===== config.mk =====
export PLATFORM = sky130hd
export DESIGN_NAME = pulse_stretcher
export DESIGN_NICKNAME = d
export VERILOG_FILES = /design/src/rtl/pulse_stretcher.sv
export SDC_FILE = /design/constraint.sdc
export NUM_CORES = 1
export LEC_CHECK = 0
export BUFFER_PORTS_ARGS = -buffer_cell sky130_fd_sc_hd__clkbuf_2
export CORE_MARGIN = 2
export CORE_UTILIZATION = 34
export CTS_CLUSTER_DIAMETER = 150
export DETAILED_ROUTE_END_ITERATION = 16
export PLACE_DENSITY_LB_ADDON = 0.3
export SYNTH_ARGS = -nofsm -noshare
export SYNTH_HDL_FRONTEND = slang
export SYNTH_SLANG_ARGS = --single-unit

===== constraint.sdc =====
create_clock -name clk -period 3.1 [get_ports clk]
set_input_delay 0.62 -clock clk [delete_from_list [all_inputs] [get_ports clk]]
set_output_delay 0.62 -clock clk [all_outputs]
set_load 0.05 [all_outputs]

===== src/rtl/pulse_stretcher.sv =====
// Stretches single-cycle event strobes into LED flashes of HOLD_CYCLES high
// followed by GAP_CYCLES low, queueing events that arrive mid-flash.
module pulse_stretcher #(
    parameter int HOLD_CYCLES = 50000000,
    parameter int GAP_CYCLES  = 25000000,
    parameter int PEND_MAX    = 15,
    parameter int PEND_W      = 4
) (
    input  logic              clk,
    input  logic              clear_in,
    input  logic              pulse_in,
    output logic              led_out,
    output logic              busy,
    output logic [PEND_W-1:0] pending,
    output logic              overflow
);

    localparam int MAX_CYC = (HOLD_CYCLES > GAP_CYCLES) ? HOLD_CYCLES : GAP_CYCLES;
    localparam int TIMER_W = $clog2(MAX_CYC + 1);

    localparam logic [TIMER_W-1:0] HOLD_LOAD = TIMER_W'(HOLD_CYCLES - 1);
    localparam logic [TIMER_W-1:0] GAP_LOAD  = TIMER_W'(GAP_CYCLES - 1);
    localparam logic [TIMER_W-1:0] TIMER_ONE = TIMER_W'(1);
    localparam logic [PEND_W-1:0]  PEND_LIM  = PEND_W'(PEND_MAX);
    localparam logic [PEND_W-1:0]  PEND_ONE  = PEND_W'(1);

    typedef enum logic [1:0] {
        IDLE = 2'd0,
        HOLD = 2'd1,
        GAP  = 2'd2
    } state_t;

    state_t              state_q, state_d;
    logic [TIMER_W-1:0]  timer_q, timer_d;
    logic [PEND_W-1:0]   pending_q, pending_d;
    logic                overflow_q, overflow_d;
    logic                led_q, led_d;
    logic                busy_q, busy_d;

    // The timer holds "cycles left minus one", so each state lasts load+1 edges.
    always_comb begin
        state_d    = state_q;
        timer_d    = timer_q;
        pending_d  = pending_q;
        overflow_d = overflow_q;

        case (state_q)
            IDLE: begin
                if (pulse_in) begin
                    state_d = HOLD;
                    timer_d = HOLD_LOAD;
                end
            end

            HOLD: begin
                if (timer_q == '0) begin
                    state_d = GAP;
                    timer_d = GAP_LOAD;
                end else begin
                    timer_d = timer_q - TIMER_ONE;
                end
                if (pulse_in) begin
                    if (pending_q < PEND_LIM) begin
                        pending_d = pending_q + PEND_ONE;
                    end else begin
                        overflow_d = 1'b1;
                    end
                end
            end

            GAP: begin
                if (timer_q == '0) begin
                    // A new strobe here replaces the dequeued slot rather than queueing.
                    if (pending_q != '0) begin
                        state_d = HOLD;
                        timer_d = HOLD_LOAD;
                        if (!pulse_in) begin
                            pending_d = pending_q - PEND_ONE;
                        end
                    end else if (pulse_in) begin
                        state_d = HOLD;
                        timer_d = HOLD_LOAD;
                    end else begin
                        state_d = IDLE;
                    end
                end else begin
                    timer_d = timer_q - TIMER_ONE;
                    if (pulse_in) begin
                        if (pending_q < PEND_LIM) begin
                            pending_d = pending_q + PEND_ONE;
                        end else begin
                            overflow_d = 1'b1;
                        end
                    end
                end
            end

            default: begin
                state_d = IDLE;
                timer_d = '0;
            end
        endcase

        led_d  = (state_d == HOLD);
        busy_d = (state_d != IDLE);
    end

    always_ff @(posedge clk or posedge clear_in) begin
        if (clear_in) begin
            state_q    <= IDLE;
            timer_q    <= '0;
            pending_q  <= '0;
            overflow_q <= 1'b0;
            led_q      <= 1'b0;
            busy_q     <= 1'b0;
        end else begin
            state_q    <= state_d;
            timer_q    <= timer_d;
            pending_q  <= pending_d;
            overflow_q <= overflow_d;
            led_q      <= led_d;
            busy_q     <= busy_d;
        end
    end

    assign led_out  = led_q;
    assign busy     = busy_q;
    assign pending  = pending_q;
    assign overflow = overflow_q;

endmodule


==> results of run 1 <==
stage by stage:
step	instance area (µm²)	util	worst slack (ns)	hold WS, ns
finish	2790	0.411	0.239	0.489
CTS	2790	0.411	0.260	0.490
floorplan	2380	-	0.220	0.481
global route	2790	0.411	0.162	0.512
global placement	2690	0.396	0.359	0.462
detailed placement	2690	0.396	0.284	0.467
power groups by stage:
stage                     Sequential (mW)  Clock, mW  Combinational, mW
final                               0.678      0.380              0.522
after detailed placement            0.683          0              0.518
after floorplan                     0.753          0              0.305
after global routing                0.696      0.408              0.573
after global placement              0.682          0              0.526
after CTS                           0.676      0.390              0.521
worst paths after layout:
| check | cells past startpoint | slack [ns] | to | from |
|---|---|---|---|---|
| min in group clk | 1 | 0.49 | overflow | overflow |
| worst min register to register | 1 | 0.49 | overflow | overflow |
| worst max register to register | 8 | 0.24 | timer_q[13] | pending[1] |
| max in group asynchronous | 3 | 1.87 | timer_q[15] | clear_in |
| worst min-delay path | 2 | 0.49 | timer_q[10] | clear_in |
| worst max-delay path | 8 | 0.24 | timer_q[13] | pending[1] |
cell families after synthesis:
| group | after synthesis |
|---|---|
| adders and majority gates | 6 |
| muxes | 3 |
| buffers and inverters | 22 |
| DFF | 35 |
| and+or+nand+nor | 118 |
| AOI/OAI and AO/OA | 99 |
| xor gates and xnor gates | 4 |
cell usage after synthesis, types with 3 or more instances:
library cell / instances / area share
dfrtp_1: 35 / 0.37
nor2_1: 34 / 0.054
o21ai_0: 27 / 0.057
a21oi_1: 25 / 0.053
nand2_1: 19 / 0.030
nor3_1: 16 / 0.034
nand4_1: 11 / 0.029
inv_1: 10 / 0.016
clkbuf_1: 7 / 0.011
nor4_1: 6 / 0.016
o311ai_0: 5 / 0.018
o31ai_1: 5 / 0.016
or4_1: 5 / 0.016
a22oi_1: 4 / 0.013
o22ai_1: 4 / 0.011
a31oi_1: 3 / 0.0079
ha_1: 3 / 0.016
maj3_1: 3 / 0.013
nand2b_1: 3 / 0.0079
nand3_1: 3 / 0.0063
o211ai_1: 3 / 0.0095
or3_1: 3 / 0.0079
or4_4: 3 / 0.014
registers in the layout, summed over array words and instances, names as in the netlist:
| name | flops |
|---|---|
| led_out | 1 |
| overflow | 1 |
| pending | 4 |
| busy | 1 |
| timer_q | 26 |
| state_q | 2 |
final cells by class:
cell class	instances	area, µm²
clock buffers	8	100
fillers	692	4000
inverters	12	45.0
multi-input cells	230	1420
flip-flops and latches	35	876
well taps	96	120
repair buffers	34	233
per-layer routing:
layer	vias to the layer above	wire length [µm]	track usage
li1	1163	-	-
met3	16	342	0.0339
met1	1170	3430	0.280
met4	0	205	0.0825
met5	-	0	0
met2	55	3260	0.319
worst max-delay path: stages (launching register included):
cell and delay (ns):
dfrtp_1 0.45, inv_1 0.15, ha_1 0.22, or4b_1 0.48, or4_4 0.48, o31a_4 0.32
a21oi_4 0.25, o21ai_2 0.10, a211o_1 0.31
==> summary.txt, run 1 <==
Power and ir drop
  – Flop pwr share: 0.429
  – Logic pwr share: 0.330
  – Total power: roughly 1.6 mW
  – VDD IR max: approximately 0.00050 V
  – Clock power share: 0.240
  – Pleak: around 1.1 nW
  – Power per cell area: 566 nW/µm²
  – Switching Fraction: 0.404
  – P_int: between 0.9 and 1 mW
  – Sw power: 0.638 mW

STA
  – Setup violators final: 0
  – Setup TNS: 0 ns
  – Least-Margin Pin Slew: just over 0.9 ns
  – RSZ-0062 raised after global routing: no
  – Final clock skew: between 0.004 and 0.005 ns
  – Relative slew slack: 0.395
  – Final Hold Vio Count: 0
  – Fin. max-slew vios: 0
  – Crit share post-route: 0.923
  – Max Clock Freq: 349 MHz
  – Minimum clock period: around 2.9 ns

Yosys
  – Simple-gate portion of the synthesized area: 0.265
  – Post-synthesis mux area share: 0.0132
  – Main combinational cell family by area after synthesis: compound AO/OA/AOI/OAI gates
  – Yosys reg bits: 35
  – Post-synth EDFFs: 0
  – Compound-Gate Fraction of Synth Area: 0.275
  – Sequential element share of the synthesized area: 0.368
  – Async set or reset register ratio after synthesis: 1.00
  – Post-synthesis net count: between 200 and 300
  – Post-Synthesis Cells: 287
  – Ys flop type: dfrtp_1
  – Mean Syn Cell Area: a little over 8 µm²
  – Synth Area in XOR/XNOR: 0.0147
  – Cell Area, Synth: roughly 2400 µm²
  – Synth unique cells: a little over 60
  – Post-Synth Adder-Cell Area: 0.0284
  – Synth warnings: 0

Setup path
  – CP endpoint kind: flop
  – Critical setup path kind: flop to flop
  – Critical path startpoint category: flop
  – CP Max Fanout: 6
  – Critical Path AT: 3.05 ns
  – Worst Path Required: 3.28 ns

Cells and area
  – Fin nets: ~320
  – Most common cell after layout, fill and taps aside: dfrtp_1
  – Diode count: 0
  – Share of cells above drive strength 1: 0.179
  – Layout Cells excl Fill: 415
  – Leading cell types in the layout, fill and taps excluded: dfrtp_1 (35), nor2_1 (34), o21ai_0 (27)
  – Area grow syn2layout: 17.4%

Clock network
  – Num CTS Buffers: 5
  – CTS tree: built
  – Worst-path clk slew: 0.07 ns
  – Hold Buf Count CTS: 0
  – Htree depth: 2
  – CTS Sinks: 35
  – Post_cts resized: 0
  – Maximum buffer depth of the clock tree: 2
  – Root Buffer: clkbuf_8
  – Clk_lat worst skew: 0.30 ns
  – Post-CTS setup buffers: 0

Place
  – Placed insts: approximately 410
  – RePlAce Congestion: 0.916
  – IO buf count: 9
  – Post-DP HPWL: 5210 µm

Die
  – Die width: 87.6 µm
  – Core Area: approximately 6800 µm²
  – Ports: 10
  – Row cnt: 30
  – Chip Height: 87.6 µm
  – Die area: about 7700 µm²
  – Initial Util: 0.350

Job
  – Max Cap Viol: 0

Outcome
  – Status: complete, no violations

Routing
  – Drt wl/cell: around 17 µm
  – Drt first pass iters: 4
  – Vias: between 2,000 and 2,500
  – Iter 0 DRT Violations: ~150
  – Post-Route WL: 7230 µm
  – Remaining DRCs: 0
  – Vias per cell: 5.79
  – Antenna-violating nets left: 0

Global routing
  – First-pass GRT wire length: ~12,000 µm
  – Total GRT Usage: 0.204
  – Grt total ovfl: 0
  – Largest net degree at the start of global routing: 26
  – Vias in the first global route: roughly 2,300
  – Antenna violations before repair: 0

Hold path
  – Hold Crit Class: primary input to async pin
(Power assumes the default switching activity.)
==> run 2: changes to the inputs <==
Settings changed: CORE_MARGIN 2 to unset.
==> summary.txt, run 2 (synthesized netlist as in run 1, its figures left out) <==
Outcome
  – Status: complete, no violations

Die
  – Chip Height: 85.6 µm
  – Row cnt: 30
  – Ports: 10
  – Die area: between 7000 and 8000 µm²
  – Core Area: between 6000 and 7000 µm²
  – Die width: roughly 86 µm
  – Initial Util: 0.350

Setup path
  – CP endpoint kind: flop
  – CP max-delay cell: or4b_1
  – CP endpoint: timer_q[13]
  – R2R setup slack: approximately 0.28 ns
  – CP Max Fanout: 6
  – Critical setup path kind: flop to flop
  – Worst path depth: 8
  – Buf+Inv Stages, Crit Path: 1
  – Reg-to-reg startpoint: pending[1]
  – CP top delay family: simple AND/OR/NAND/NOR gates
  – Reg-to-Reg End: timer_q[13]
  – Cells on worst reg2reg path: 8
  – Max incr delay on CP: ~0.48 ns
  – Sequence of cells on the critical path: inv_1 -> ha_1 -> or4b_1 -> or4_4 -> o31a_4 -> a21oi_4 -> o21ai_2 -> a211o_1
  – Worst Setup SP: pending[1]
  – Critical path startpoint category: flop
  – Critical Path AT: roughly 3 ns
  – Worst Path Required: between 3 and 4 ns

Power and ir drop
  – Power per cell area: 548 nW/µm²
  – Pleak: around 1.0 nW
  – VDD IR max: between 0.0004 and 0.0005 V

STA
  – Minimum clock period: between 2 and 3 ns
  – Crit share post-route: 0.909
  – Max Clock Freq: 355 MHz
  – Least-Margin Pin Slew: 0.644 ns
  – Setup TNS: 0 ns
  – Setup violators final: 0
  – Relative slew slack: 0.567
  – Fin. max-slew vios: 0
  – Fin worst setup slack: around 0.28 ns
  – Final Hold Vio Count: 0
  – Final clock skew: between 0.009 and 0.01 ns
  – RSZ-0062 raised after global routing: no

Hold path
  – Hold Crit Class: primary input to async pin

Place
  – IO buf count: 9
  – Post-DP HPWL: between 5000 and 6000 µm
  – Setup WS pre-CTS: approximately 0.32 ns
  – RePlAce Congestion: between 0.9 and 1

Clock network
  – Post-CTS setup buffers: 0
  – Maximum buffer depth of the clock tree: 2
  – Root Buffer: clkbuf_8
  – Post_cts resized: 0
  – Htree depth: 2
  – Worst-path clk slew: approximately 0.08 ns
  – Clk_lat worst skew: 0.29 ns
  – Hold Buf Count CTS: 0
  – CTS Sinks: 35
  – CTS tree: built
  – Num CTS Buffers: 5

Cells and area
  – Diode count: 0
  – Layout fillers: about 690
  – Most common cell after layout, fill and taps aside: dfrtp_1
  – Leading cell types in the layout, fill and taps excluded: dfrtp_1 (35), nor2_1 (34), o21ai_0 (27)
  – Share of cells above drive strength 1: 0.179
  – Area grow syn2layout: 16.7%
  – Biggest register: timer_q
  – Fin nets: about 320
  – Max reg flops: 26

Global routing
  – Largest net degree at the start of global routing: 36
  – Vias in the first global route: ~2,200
  – Total GRT Usage: 0.199
  – Grt total ovfl: 0
  – First-pass GRT wire length: between 10,000 and 15,000 µm
  – Antenna violations before repair: 0

Routing
  – Iter 0 DRT Violations: 202
  – Remaining DRCs: 0
  – Antenna-violating nets left: 0
  – Top Metal Used: met4
  – Met2 WL: between 3000 and 4000 µm
  – Vias per cell: 5.86
  – Wl on met1: around 3200 µm
  – Wire length on met3: about 450 µm
  – Drt first pass iters: 5
  – Vias: roughly 2,400
  – Drt wl/cell: between 15 and 20 µm
  – Post-Route WL: around 7000 µm

Job
  – Max Cap Viol: 0
[run 2: changes by cell type in the layout (fill, tap and decap cells not counted), sizes merged]
cell / delta
clkinvlp: +1
clkinv: +1
clkbuf: -2
[run 2: per-stage QoR]
stage	total power, mW	area [µm²]	hold WS, ns	instances	util
floorplan	1.06	2380	0.481	287	-
global placement	1.19	2690	0.464	407	0.396
detailed placement	1.20	2690	0.466	407	0.396
CTS	1.53	2780	0.422	415	0.409
global route	1.63	2780	0.451	415	0.409
finish	1.52	2780	0.414	415	0.409
[run 2: routing by layer]
layer  vias to the layer above  global-route usage
met5                         -                   0
met2                        93               0.311
met1                      1168               0.279
li1                       1156                   -
met4                         0              0.0682
met3                        13              0.0346
[run 2: worst min-delay path: stages]
cell and delay [ns]:
clkbuf_2 0.08, inv_1 0.04, buf_4 0.40
[run 2: how the worst min path moves through the flow]
stage / slack, ns / end / depth (start not counted) / startpoint
global route: 0.45 / timer_q[10] / 3 / clear_in
finish: 0.41 / timer_q[5] / 3 / clear_in
detailed placement: 0.47 / overflow / 1 / overflow
global placement: 0.46 / overflow / 1 / overflow
floorplan: 0.48 / timer_q[7] / 1 / timer_q[7]
CTS: 0.42 / state_q[1] / 3 / clear_in
[run 2: layout make-up]
| type | count | area, µm² | share of cell area |
|---|---|---|---|
| Tap cell | 96 | 120 | 0.0433 |
| Timing Repair Buffer | 34 | 233 | 0.0838 |
| Clock inverter | 2 | 12.5 | 0.00451 |
| Clock buffer | 6 | 72.6 | 0.0261 |
| Inverter | 12 | 45.0 | 0.0162 |
| Sequential cell | 35 | 876 | 0.315 |
| Multi-Input combinational cell | 230 | 1420 | 0.511 |
[run 2: report_power, final]
part	internal, mW	switching, mW	leakage [nW]	total, mW
clock	0.157	0.171	0.0412	0.328
sequential	0.547	0.135	0.406	0.682
combinational	0.185	0.327	0.602	0.511
total	0.889	0.633	1.05	1.52
